--- src/rtl/dcache.sv ---
// Direct-mapped, write-back, write-allocate data cache: 8 lines of 4 bytes
// between the 8-bit CPU data port and the word-organised data memory.
module dcache (
  input  logic        CLK,
  input  logic        RESET,
  input  logic        READ,
  input  logic        WRITE,
  input  logic [7:0]  ADDRESS,
  input  logic [7:0]  WRITEDATA,
  output logic [7:0]  READDATA,
  output logic        BUSYWAIT,
  output logic        MEM_READ,
  output logic        MEM_WRITE,
  output logic [5:0]  MEM_ADDRESS,
  output logic [31:0] MEM_WRITEDATA,
  input  logic [31:0] MEM_READDATA,
  input  logic        MEM_BUSYWAIT
);

  typedef enum logic [1:0] {IDLE, WRITEBACK, FETCH} state_t;

  state_t      state_q, state_d;
  logic        waited_q, waited_d;
  logic [7:0]  valid_q, valid_d;
  logic [7:0]  dirty_q, dirty_d;
  logic [2:0]  tag_q  [8];
  logic [2:0]  tag_d  [8];
  logic [31:0] data_q [8];
  logic [31:0] data_d [8];

  logic [2:0] addr_tag;
  logic [2:0] addr_index;
  logic [1:0] addr_offset;
  logic       request;
  logic       hit;
  logic       mem_done;

  assign addr_tag    = ADDRESS[7:5];
  assign addr_index  = ADDRESS[4:2];
  assign addr_offset = ADDRESS[1:0];
  assign request     = READ | WRITE;
  assign hit         = valid_q[addr_index] && (tag_q[addr_index] == addr_tag);
  // Memory raises its busy at the first edge it sees a strobe, so an idle
  // busy only means completion once we have spent at least one edge in state.
  assign mem_done    = waited_q && !MEM_BUSYWAIT;

  assign BUSYWAIT = request && ((state_q != IDLE) || !hit);

  always_comb begin
    READDATA = 8'h00;
    if ((state_q == IDLE) && READ && !WRITE && hit) begin
      READDATA = data_q[addr_index][{addr_offset, 3'b000} +: 8];
    end
  end

  always_comb begin
    state_d       = state_q;
    waited_d      = 1'b0;
    valid_d       = valid_q;
    dirty_d       = dirty_q;
    tag_d         = tag_q;
    data_d        = data_q;
    MEM_READ      = 1'b0;
    MEM_WRITE     = 1'b0;
    MEM_ADDRESS   = 6'd0;
    MEM_WRITEDATA = 32'd0;
    case (state_q)
      IDLE: begin
        if (request) begin
          if (!hit) begin
            state_d = dirty_q[addr_index] ? WRITEBACK : FETCH;
          end else if (WRITE) begin
            data_d[addr_index][{addr_offset, 3'b000} +: 8] = WRITEDATA;
            dirty_d[addr_index] = 1'b1;
          end
        end
      end
      WRITEBACK: begin
        MEM_WRITE     = 1'b1;
        MEM_ADDRESS   = {tag_q[addr_index], addr_index};
        MEM_WRITEDATA = data_q[addr_index];
        waited_d      = 1'b1;
        if (mem_done) begin
          state_d  = FETCH;
          waited_d = 1'b0;
        end
      end
      FETCH: begin
        MEM_READ    = 1'b1;
        MEM_ADDRESS = {addr_tag, addr_index};
        waited_d    = 1'b1;
        if (mem_done) begin
          data_d[addr_index]  = MEM_READDATA;
          tag_d[addr_index]   = addr_tag;
          valid_d[addr_index] = 1'b1;
          dirty_d[addr_index] = 1'b0;
          state_d             = IDLE;
          waited_d            = 1'b0;
        end
      end
      default: state_d = IDLE;
    endcase
  end

  always_ff @(posedge CLK) begin
    if (RESET) begin
      state_q  <= IDLE;
      waited_q <= 1'b0;
      valid_q  <= 8'd0;
      dirty_q  <= 8'd0;
    end else begin
      state_q  <= state_d;
      waited_q <= waited_d;
      valid_q  <= valid_d;
      dirty_q  <= dirty_d;
    end
  end

  // Tag and data arrays are deliberately left uninitialised by reset.
  always_ff @(posedge CLK) begin
    tag_q  <= tag_d;
    data_q <= data_d;
  end

endmodule

--- config.mk ---
export PLATFORM = sky130hd
export DESIGN_NAME = dcache
export DESIGN_NICKNAME = d
export VERILOG_FILES = /design/src/rtl/dcache.sv
export SDC_FILE = /design/constraint.sdc
export NUM_CORES = 1
export LEC_CHECK = 0
export BUFFER_PORTS_ARGS = -buffer_cell sky130_fd_sc_hd__buf_2
export CORE_MARGIN = 2
export CORE_UTILIZATION = 35
export CTS_BUF_LIST = sky130_fd_sc_hd__clkbuf_4 sky130_fd_sc_hd__clkbuf_8 sky130_fd_sc_hd__clkbuf_16
export CTS_CLUSTER_DIAMETER = 200
export DETAILED_ROUTE_END_ITERATION = 8
export PLACE_DENSITY_LB_ADDON = 0.15
export SETUP_SLACK_MARGIN = 0.4
export SLEW_MARGIN = 20
export SYNTH_ARGS = -nofsm -noshare
export SYNTH_HDL_FRONTEND = slang
export SYNTH_SLANG_ARGS = --single-unit
--- constraint.sdc ---
create_clock -name CLK -period 3.2 [get_ports CLK]
set_input_delay 0.64 -clock CLK [delete_from_list [all_inputs] [get_ports CLK]]
set_output_delay 0.64 -clock CLK [all_outputs]
set_load 0.02 [all_outputs]
==> PnR_summary.wiki, run 1 <==
{| class="wikitable"
! Metric !! Value
|-
| Run status || completed
|-
| Share of post-route cells with drive strength above 1 || approximately 45%
|-
| Total area of sequential cells || between 8000 and 9000 um^2
|-
| Largest driver fanout on the critical path || 8
|-
| Clock skew after layout || approximately 12 ps
|-
| Crit Reg-Reg Startpoint || tag_q[16]$_DFFE_PP_
|-
| Global placement routability congestion || between 0.8 and 0.9
|-
| Number of buffers on the longest clock path || 3
|-
| Worst Setup End Kind || primary output
|-
| Areal power density over the cells || 512 nW/um^2
|-
| Most used flip-flop cell after synthesis || edfxtp_1
|-
| Pins Over Slew Limit || 0
|-
| Total leakage power || 7.44 nW
|-
| Number of buffers and inverters on the critical path || 4
|-
| Height of the die || roughly 200 um
|-
| Setup repair after global routing missed its margin || true
|-
| Clock slew at reported path FFs || 60 ps
|-
| GRT busiest layer || met2
|-
| Antenna violations before repair || 0
|-
| Die Area || 41900 um^2
|-
| Detail Route Antenna Nets || 0
|-
| Area of the placeable core || 39700 um^2
|-
| Global Route Usage Sum || 24.6%
|-
| Number of H-tree levels || 2
|-
| 1st-iter DRT viols || around 900
|-
| GRT met1 Usage || 34.7%
|-
| Largest area contributor in the synthesized netlist || edfxtp_1
|-
| Largest cells by area after synthesis || edfxtp_1, nor2_1, mux4_2, mux2i_1, dfxtp_1
|-
| Wire length of the first global-routing pass || approximately 74 mm
|-
| CTS hold repair buffers || 0
|-
| Net count of the finished layout || 1523
|-
| Most used standard cell by instance count after synthesis || nor2_1
|-
| Layout filler cell count || 3391
|-
| Transition time of the tightest slew-check pin || 959 ps
|-
| Cell with the biggest individual delay on the critical path || or3_4
|-
| Post-route total power || about 10 mW
|-
| Chip Width || 205 um
|-
| Global Route met2 Usage || 38.9%
|-
| Clock latency reported for the late side of the worst-skew pair || 540 ps
|-
| Master cell of the clock root buffer || clkbuf_16
|-
| Top-area cell type share of the netlist area || between 50% and 60%
|-
| Final-layout setup total negative slack || 0 ps
|-
| Clock tree sinks || 299
|-
| Cells along the critical path || buf_12 -> bufbuf_16 -> mux2i_4 -> o22ai_2 -> or3_4 -> nand2_4 -> nand4_4 -> buf_12 -> nor2_4 -> buf_6
|-
| Number of cells after detailed placement || 1901
|-
| Crit-path most repeated cell || buf_12
|-
| Area growth from synthesis to final layout || 45.5%
|-
| Drt wl/cell || 25.6 um
|-
| Average size of a mapped cell || between 10 and 15 um^2
|-
| Final non-filler cell total || a little over 2000
|-
| Fin Hold WS || 432 ps
|-
| Port-buffer cells || 101
|-
| Source of the worst hold timing path || MEM_BUSYWAIT
|-
| Peak Freq || 319 MHz
|-
| Post-synth EDFFs || 280
|-
| Number of rows created at floorplan || 73
|-
| Peak per-stage delay on the critical path || 430 ps
|-
| Effective utilization at floorplan || 35.5%
|-
| Met3 Track Usage GR || 4.18%
|-
| TritonCTS buffer count || 36
|-
| Setup violators final || 0
|-
| Worst Path Class, Setup || in -> out
|-
| Synth Warn # || 0
|-
| Synthesized cell area || approximately 14000 um^2
|-
| First drt pass iteration count || 5
|-
| CP top delay family || simple AND/OR/NAND/NOR gates
|-
| Worst setup path startpoint || ADDRESS[2]
|-
| Worst voltage drop across the vdd grid || 0.328 mV
|-
| Fin crit period || 3130 ps
|-
| Worst slew slack as a fraction of its limit || 36.0%
|-
| CTS tree || yes
|-
| Pin count of the biggest net entering global routing || 29
|-
| Remaining design rule violation count || 0
|-
| Fin. Hold Viols || 0
|-
| Routed vias/inst || between 5 and 6
|-
| Maxcap violations || 0
|-
| Number of flip-flops and latches in the synthesized netlist || 299
|-
| Most instantiated cells after synthesis || nor2_1, edfxtp_1, a22oi_1, mux2i_1, nor3_1
|-
| Area taken by multi-input logic gates || about 6000 um^2
|-
| Type of the most critical hold path || in -> reg
|-
| Antenna diode count || 0
|-
| Vias in the first global route || approximately 11000
|-
| Total via count in the routed design || 10839
|-
| Total wirelength of the detailed-routed design || between 50 and 60 mm
|-
| Final HPWL from detailed placement || 35.6 mm
|-
| Worst endpoint required time || 2560 ps
|-
| Sum of overflow across all layers after global routing || 0
|-
| Post-synth ARST share || 0%
|-
| Io pins || 102
|-
| Share of the yosys chip area belonging to registers || 62.4%
|-
| Fraction of the cycle the final worst path needs || approximately 98%
|-
| Launching element type of the critical path || input port
|-
| CP Data Arrival Time || around 2500 ps
|-
| Syn nets || ~1200
|-
| Post-synthesis instance total || 1125
|-
| Synth unique cells || 56
|}
[cell families (layout without fill, tap and decap cells)]
kind of cell	Yosys count	after routing	share of synthesized area [%]
adders and majority gates	8	8	0.711
muxes	101	101	10.2
AOI/OAI and AO/OA	163	163	9.03
and+or+nand+nor	453	453	14.2
DFF	299	299	62.4
buffers and inverters	101	465	3.53
[worst register-to-register path, delay by kind of cell, from the launching register on]
kind | cells | cell delay, ps
DFF | 1 | 380
buffers and inverters | 5 | 780
AOI/OAI and AO/OA | 3 | 470
and+or+nand+nor | 2 | 570
muxes | 1 | 210
[metal layers]
layer	wire length [um]	part of all wire [%]	up-vias
met5	0	0	-
met4	1240	2.4	0
met2	24000	47	429
met3	3570	6.9	58
met1	22700	44	5457
li1	-	-	4895
[where the power goes]
| group | switching, mW | internal [mW] |
|---|---|---|
| Combinational | 1.28 | 0.769 |
| Clock | 1.64 | 2.51 |
| Sequential | 0.00891 | 4.28 |
[state kept, by name, indices dropped and copies added (netlist names), named ones only]
| signal | flops |
|---|---|
| state_q | 2 |
| valid_q | 8 |
| tag_q | 24 |
| data_q | 256 |
| waited_q | 1 |
[final timing paths]
check | to | slack (ps) | depth (start not counted)
setup / recovery | READDATA[0] | 70 | 10
hold / removal | waited_q$_SDFF_PP0_ | 430 | 3
setup reg to reg | data_q[130]$_DFFE_PP_ | 500 | 11
hold reg to reg | valid_q[1]$_SDFFE_PP0P_ | 480 | 2
[stage by stage]
step	util, %	setup slack [ps]	cell area [um^2]
after floorplan	-	76.1	14500
after global placement	44.0	-195	17500
after detailed placement	44.0	-201	17500
after CTS	49.5	78.0	19700
after global routing	51.6	-5.21	20500
final	51.6	69.2	20500
[layout by cell type (no fill, tap or decap), types with 8 or more instances in the layout]
cell type  count
nor2_1       291
buf_4        192
nor2b_1       17
nor3_4        31
a22oi_1       44
a21oi_1       11
buf_12        40
clkbuf_16     41
inv_1          9
mux2_2        10
a221o_1        8
nor2_4         9
buf_2         64
clkinv_1       9
buf_6         67
edfxtp_1     280
a221oi_4      10
nand2_1       13
buf_8         15
nand2_2        8
clkbuf_4       8
a221oi_2      15
mux2i_1       36
mux2_4        15
o22ai_2        9
mux4_2        31
nand2b_1      12
dfxtp_1       19
nor2b_4       13
nor3_1        11
[final cells by class]
type / count / share of cell area (%)
well taps: 525 / 3.21
clock buffers: 45 / 4.81
flip-flops and latches: 299 / 42.9
multi-input cells: 725 / 29.4
inverters: 13 / 0.238
repair buffers: 387 / 18.5
clock inverters: 20 / 0.989
[timing repair]
item | 4_1_cts | 5_1_grt
setup endpoints to repair | 123 | 281
pin swaps | 32 | 39
gates cloned | 5 | 4
buffers inserted | 27 | 12
gates resized for setup | 154 | 152
No activity file was read; power rests on OpenSTA's default activity.
==> run 2: changes to the inputs <==
--- a/config.mk
+++ b/config.mk
@@ -11,7 +11,7 @@
 export CTS_BUF_LIST = sky130_fd_sc_hd__clkbuf_4 sky130_fd_sc_hd__clkbuf_8 sky130_fd_sc_hd__clkbuf_16
 export CTS_CLUSTER_DIAMETER = 200
 export DETAILED_ROUTE_END_ITERATION = 8
-export PLACE_DENSITY_LB_ADDON = 0.15
+export PLACE_DENSITY = 0.53
 export SETUP_SLACK_MARGIN = 0.4
 export SLEW_MARGIN = 20
 export SYNTH_ARGS = -nofsm -noshare
==> run 2 against run 1 <==
- clock power shrank 5.3%
- highest routed layer unchanged
- critical endpoint is now READDATA[3]
- largest cell class unchanged
- cell area shrank 0.87%
- first-iteration DRC count grew 23%
- clock-buffer cell count shrank 6
- global-route usage is essentially flat
- register-to-register slack gained 30 ps
==> PnR_summary.wiki, run 2 (same netlist as run 1, synthesis figures left out) <==
{| class="wikitable"
! Metric !! Value
|-
| Routed vias/inst || around 5.5
|-
| Power share of the sequential group || 41.5%
|-
| Setup slack of the most critical reg-to-reg path || roughly 530 ps
|-
| Setup repair after global routing missed its margin || true
|-
| Height of the die || 205 um
|-
| Area growth from synthesis to final layout || 44.2%
|-
| Port-buffer cells || between 100 and 150
|-
| Antenna diode count || 0
|-
| Met3 Track Usage GR || 3.47%
|-
| Crit Reg-Reg Startpoint || tag_q[6]$_DFFE_PP_
|-
| Total wirelength of the detailed-routed design || about 52 mm
|-
| Effective utilization at floorplan || 35.5%
|-
| Worst slew slack as a fraction of its limit || 29.0%
|-
| Global placement routability congestion || 0.908
|-
| Io pins || approximately 100
|-
| 1st-iter DRT viols || 1138
|-
| Remaining design rule violation count || 0
|-
| Worst Setup End Kind || primary output
|-
| Switching power as a share of total power || 28.0%
|-
| Switching power summed over all nets || 2.89 mW
|-
| Fin Hold WS || 458 ps
|-
| Global Route Usage Sum || 24.6%
|-
| CTS tree || yes
|-
| Area of all placed cells without fillers || around 20000 um^2
|-
| Largest registers || data_q x256, tag_q x24, valid_q x8
|-
| Largest driver fanout on the critical path || 2
|-
| First drt pass iteration count || 5
|-
| Net count of the finished layout || 1549
|-
| Source of the worst hold timing path || ADDRESS[6]
|-
| Share of post-route cells with drive strength above 1 || between 40% and 50%
|-
| Max reg flops || 256
|-
| Areal power density over the cells || 508 nW/um^2
|-
| Transition time of the tightest slew-check pin || 1060 ps
|-
| CP Data Arrival Time || 2530 ps
|-
| Fraction of the cycle the final worst path needs || 99.1%
|-
| GRT met1 Usage || 35.0%
|-
| Chip Width || 205 um
|-
| Destination of the worst hold path || tag_q[7]$_DFFE_PP_
|-
| Most common cell after layout, fill and taps aside || nor2_1
|-
| Detail Route Antenna Nets || 0
|-
| Clock latency reported for the late side of the worst-skew pair || 530 ps
|-
| Post-route total power || 10.3 mW
|-
| Fin. Hold Viols || 0
|-
| Die Area || 41900 um^2
|-
| Number of rows created at floorplan || 73
|-
| Sum of overflow across all layers after global routing || 0
|-
| Clock tree sinks || between 200 and 300
|-
| Clock group share of total power || 38.1%
|-
| Antenna violations before repair || 1
|-
| Worst Path Class, Setup || reg -> out
|-
| Total via count in the routed design || 11202
|-
| FF-to-FF path depth || 11
|-
| Launching element type of the critical path || flop
|-
| Top library cells by usage in the layout, fill and taps aside || nor2_1, edfxtp_1, buf_4
|-
| Pins Over Slew Limit || 0
|-
| Fin crit period || 3170 ps
|-
| Setup violators final || 0
|-
| Peak Freq || about 320 MHz
|-
| Maxcap violations || 0
|-
| GRT busiest layer || met2
|-
| Clock skew after layout || 23.6 ps
|-
| Drt wl/cell || 25.4 um
|-
| Vias in the first global route || ~11000
|-
| Number of H-tree levels || 2
|-
| Area of the placeable core || 39700 um^2
|-
| Register bank with the most flops || data_q
|-
| Type of the most critical hold path || in -> reg
|-
| Worst voltage drop across the vdd grid || about 0.4 mV
|-
| TritonCTS buffer count || 35
|-
| Total leakage power || 7.43 nW
|-
| Run status || completed
|-
| Wire length of the first global-routing pass || around 74 mm
|-
| Power share of the combinational group || approximately 20%
|-
| Global Route met2 Usage || 39.1%
|-
| Final HPWL from detailed placement || 36.0 mm
|-
| Hold path cells || 1
|-
| Number of buffers on the longest clock path || 3
|-
| Reg-to-reg critical path endpoint || data_q[75]$_DFFE_PP_
|-
| Pin count of the biggest net entering global routing || 40
|-
| Master cell of the clock root buffer || clkbuf_16
|-
| Clock slew at reported path FFs || 60 ps
|-
| Post-DP Area || 17500 um^2
|-
| Internal Power || 7.43 mW
|-
| Worst endpoint required time || 2560 ps
|}
[run 2: cell count changes in the layout (fill, tap and decap cells not counted), moves of 4 or more]
cell and delta:
a221oi_2 +7, a221oi_4 -7, and2_4 -4, buf_12 -5, buf_2 +5, buf_4 +25, buf_6 +8, buf_8 -6
clkbuf_16 -4, clkbuf_4 -4, mux2_2 +6, mux2_4 -6, nor2b_1 +6, nor2b_4 -5
[run 2: metrics by stage]
| stage | setup WS, ps | setup TNS (ps) | cells | utilization, % |
|---|---|---|---|---|
| floorplan | 76.1 | 0 | 1125 | - |
| global placement | -234 | -29520 | 1917 | 44.1 |
| detailed placement | -276 | -34130 | 1917 | 44.1 |
| CTS | 16.9 | 0 | 2005 | 48.8 |
| global route | -35.7 | -74.6 | 2036 | 51.1 |
| finish | 27.6 | 0 | 2036 | 51.1 |
[run 2: cell type report]
class / count / area, um^2
Clock inverter: 21 / 200
Fill cell: 3437 / 19400
Timing Repair Buffer: 414 / 3910
Multi-Input combinational cell: 725 / 5800
Tap cell: 525 / 657
Clock buffer: 39 / 906
Inverter: 13 / 52.6
Sequential cell: 299 / 8790
[run 2: power groups by stage]
stage / combinational, mW / clock (mW) / sequential (mW)
after floorplan: 0.967 / 0 / 4.37
after global placement: 1.82 / 0 / 4.37
after detailed placement: 1.83 / 0 / 4.37
after CTS: 1.95 / 3.99 / 4.29
after global routing: 2.21 / 4.13 / 4.29
final: 2.10 / 3.93 / 4.29
[run 2: critical path: stages (launching register included)]
cell      delay [ps]
edfxtp_1         390
mux2_4           290
a221oi_2         250
o22ai_2          150
buf_6            140
mux4_2           490
nor2b_4          170
buf_6            130
[run 2: how the worst max path moves through the flow]
stage	startpoint	end	slack (ps)	depth (start not counted)
after floorplan	ADDRESS[2]	READDATA[1]	80	9
after global placement	ADDRESS[4]	READDATA[0]	-230	9
after detailed placement	ADDRESS[4]	READDATA[0]	-280	9
after CTS	data_q[131]$_DFFE_PP_	READDATA[3]	20	7
after global routing	ADDRESS[3]	READDATA[2]	-40	11
final	data_q[99]$_DFFE_PP_	READDATA[3]	30	7
[run 2: routing by layer]
layer,share of wire [%],vias to the layer above
li1,-,4942
met1,43,5662
met5,0,-
met2,47,516
met3,7.5,82
met4,2.8,0
[run 2: what timing repair did]
item	4_1_cts	5_1_grt
pin swaps	14	35
hold endpoints to repair	0	0
hold buffers	0	0
resized for setup	107	168
gates cloned	4	2
setup buffers	24	29
setup endpoints to repair	171	236
==> run 3: changes to the inputs <==
--- a/config.mk
+++ b/config.mk
@@ -11,7 +11,7 @@
 export CTS_BUF_LIST = sky130_fd_sc_hd__clkbuf_4 sky130_fd_sc_hd__clkbuf_8 sky130_fd_sc_hd__clkbuf_16
 export CTS_CLUSTER_DIAMETER = 200
 export DETAILED_ROUTE_END_ITERATION = 8
-export PLACE_DENSITY = 0.53
+export PLACE_DENSITY = 0.59
 export SETUP_SLACK_MARGIN = 0.4
 export SLEW_MARGIN = 20
 export SYNTH_ARGS = -nofsm -noshare
==> run 3 against run 2 <==
- the run now ends with setup timing left
- sequential cell count is the same
- clock-buffer cell count grew 4
- clock power is essentially flat
- setup slack lost 47 ps
- register-to-register slack lost 290 ps
- wire length shrank 1.3%
- sequential power is essentially flat
- sequential share of layout area shrank 1.2 points
==> PnR_summary.wiki, run 3 (same netlist as run 1, synthesis figures left out) <==
{| class="wikitable"
! Metric !! Value
|-
| Least setup slack across all paths after layout || -19.1 ps
|-
| Clock skew after layout || 29.4 ps
|-
| Total leakage power || 7.67 nW
|-
| CTS hold repair buffers || 0
|-
| Fraction of the cycle the final worst path needs || 101%
|-
| Worst Setup End Kind || primary output
|-
| Remaining design rule violation count || 0
|-
| Clock slew at reported path FFs || roughly 60 ps
|-
| Pin count of the biggest net entering global routing || 40
|-
| Worst endpoint required time || between 2000 and 3000 ps
|-
| Chip Width || 205 um
|-
| Pins Over Slew Limit || 0
|-
| Final HPWL from detailed placement || around 34 mm
|-
| Max reg flops || between 200 and 300
|-
| First drt pass iteration count || 7
|-
| Transition time of the tightest slew-check pin || between 1000 and 1500 ps
|-
| Area of the placeable core || 39700 um^2
|-
| Total wirelength of the detailed-routed design || 51.1 mm
|-
| Vias in the first global route || 11191
|-
| Worst Path Class, Setup || in -> out
|-
| Setup repair after global routing missed its margin || true
|-
| Io pins || 102
|-
| Effective utilization at floorplan || 35.5%
|-
| Fin crit period || 3220 ps
|-
| Area growth from synthesis to final layout || 48.5%
|-
| Master cell of the clock root buffer || clkbuf_16
|-
| Type of the most critical hold path || reg -> reg
|-
| Place WS || -284 ps
|-
| Cell with the biggest individual delay on the critical path || nor4_4
|-
| Clock latency reported for the late side of the worst-skew pair || 520 ps
|-
| Cells along the critical path || buf_12 -> buf_12 -> or2_4 -> o22a_1 -> and3_4 -> nor4_4 -> nand4_4 -> buf_12 -> nor2_4 -> buf_6
|-
| Worst slew slack as a fraction of its limit || 32.2%
|-
| Final non-filler cell total || 2052
|-
| Peak per-stage delay on the critical path || 370 ps
|-
| CP Data Arrival Time || 2580 ps
|-
| Fin. Hold Viols || 0
|-
| Run status || finished with violations
|-
| Most common cell after layout, fill and taps aside || nor2_1
|-
| Maxcap violations || 0
|-
| Die Area || 41900 um^2
|-
| CTS tree || yes
|-
| Crit-path most repeated cell || buf_12
|-
| TritonCTS buffer count || 35
|-
| Global Route Usage Sum || 23.9%
|-
| Launching element type of the critical path || input port
|-
| Violations in the final reports || setup timing
|-
| Top library cells by usage in the layout, fill and taps aside || nor2_1, edfxtp_1, buf_4
|-
| Peak Freq || 311 MHz
|-
| Total via count in the routed design || between 10000 and 15000
|-
| Layout filler cell count || 3278
|-
| Number of cells after detailed placement || 1913
|-
| Internal Power || 7.44 mW
|-
| Global placement routability congestion || 0.895
|-
| Number of rows created at floorplan || between 70 and 80
|-
| Sum of overflow across all layers after global routing || 0
|-
| Drt wl/cell || roughly 25 um
|-
| Net count of the finished layout || 1561
|-
| Wire length of the first global-routing pass || about 73 mm
|-
| Areal power density over the cells || a little under 500 nW/um^2
|-
| Number of buffers on the longest clock path || 3
|-
| 1st-iter DRT viols || about 1200
|-
| Setup violators final || 3
|-
| Clock tree sinks || 299
|-
| Register bank with the most flops || data_q
|-
| Switching power as a share of total power || 28.0%
|-
| Clock group share of total power || 38.0%
|-
| Number of H-tree levels || 2
|-
| Switching power summed over all nets || slightly below 3 mW
|-
| Power share of the sequential group || 41.5%
|-
| Power share of the combinational group || 20.5%
|-
| Share of post-route cells with drive strength above 1 || 45.8%
|-
| Port-buffer cells || about 100
|-
| Routed vias/inst || 5.63
|-
| Detail Route Antenna Nets || 0
|-
| Worst voltage drop across the vdd grid || 0.378 mV
|-
| Antenna violations before repair || 1
|-
| Height of the die || 205 um
|-
| Largest driver fanout on the critical path || 7
|-
| Largest registers || data_q x256, tag_q x24, valid_q x8
|}
[run 3: path summary, 6_finish.rpt]
| kind | start | endpoint | slack (ps) | depth (start not counted) |
|---|---|---|---|---|
| setup / recovery | ADDRESS[3] | READDATA[5] | -20 | 10 |
| hold / removal | flop | flop | 480 | 2 |
| setup reg to reg | tag_q[12]$_DFFE_PP_ | data_q[99]$_DFFE_PP_ | 240 | 14 |
| hold reg to reg | flop | flop | 480 | 2 |
[run 3: power by group through the flow]
stage          Combinational [mW]  Sequential, mW  Clock (mW)
4_1_cts                      1.97            4.29        3.95
3_5_place_dp                 1.75            4.37           0
5_1_grt                      2.23            4.29        4.11
2_1_floorplan               0.967            4.37           0
6_report                     2.12            4.29        3.93
3_3_place_gp                 1.74            4.37           0
[run 3: metal layers]
metal,part of all wire [%],up-vias,track usage [%]
met3,11,106,5.44
met1,40,5762,33.1
met5,0,-,0
met2,46,706,37.4
li1,-,4976,-
met4,3.5,0,7.43
[run 3: metrics by stage]
stage	util, %	power, mW	TNS, ps	cell area [um^2]	hold slack [ps]
CTS	50.8	10.2	-39.7	20200	469
global route	52.6	10.6	-241	20900	493
detailed placement	43.8	6.12	-29090	17400	459
floorplan	-	5.33	0	14500	431
finish	52.7	10.3	-38.2	20900	478
global placement	43.8	6.10	-19630	17400	452
[run 3: timing repair]
| action | CTS | global route |
|---|---|---|
| cloned | 9 | 2 |
| setup endpoints to repair | 154 | 300 |
| pin swaps | 64 | 52 |
| resized for setup | 273 | 113 |
| setup buffers | 36 | 28 |
[run 3: layout make-up]
cell class	count	area, um^2	share of cell area, %
Sequential cell	299	8790	42.0
Clock buffer	43	977	4.67
Inverter	13	53.8	0.257
Timing Repair Buffer	426	4300	20.6
Clock inverter	19	149	0.712
Multi-Input combinational cell	725	5990	28.6
Tap cell	525	657	3.14
Antenna cell	2	5.00	0.0239
[run 3: critical path: cells and delay by family]
family,cells,cell delay (ps)
AO/OA/AOI/OAI,1,240
buffers and inverters,4,580
AND/OR/NAND/NOR,5,1090
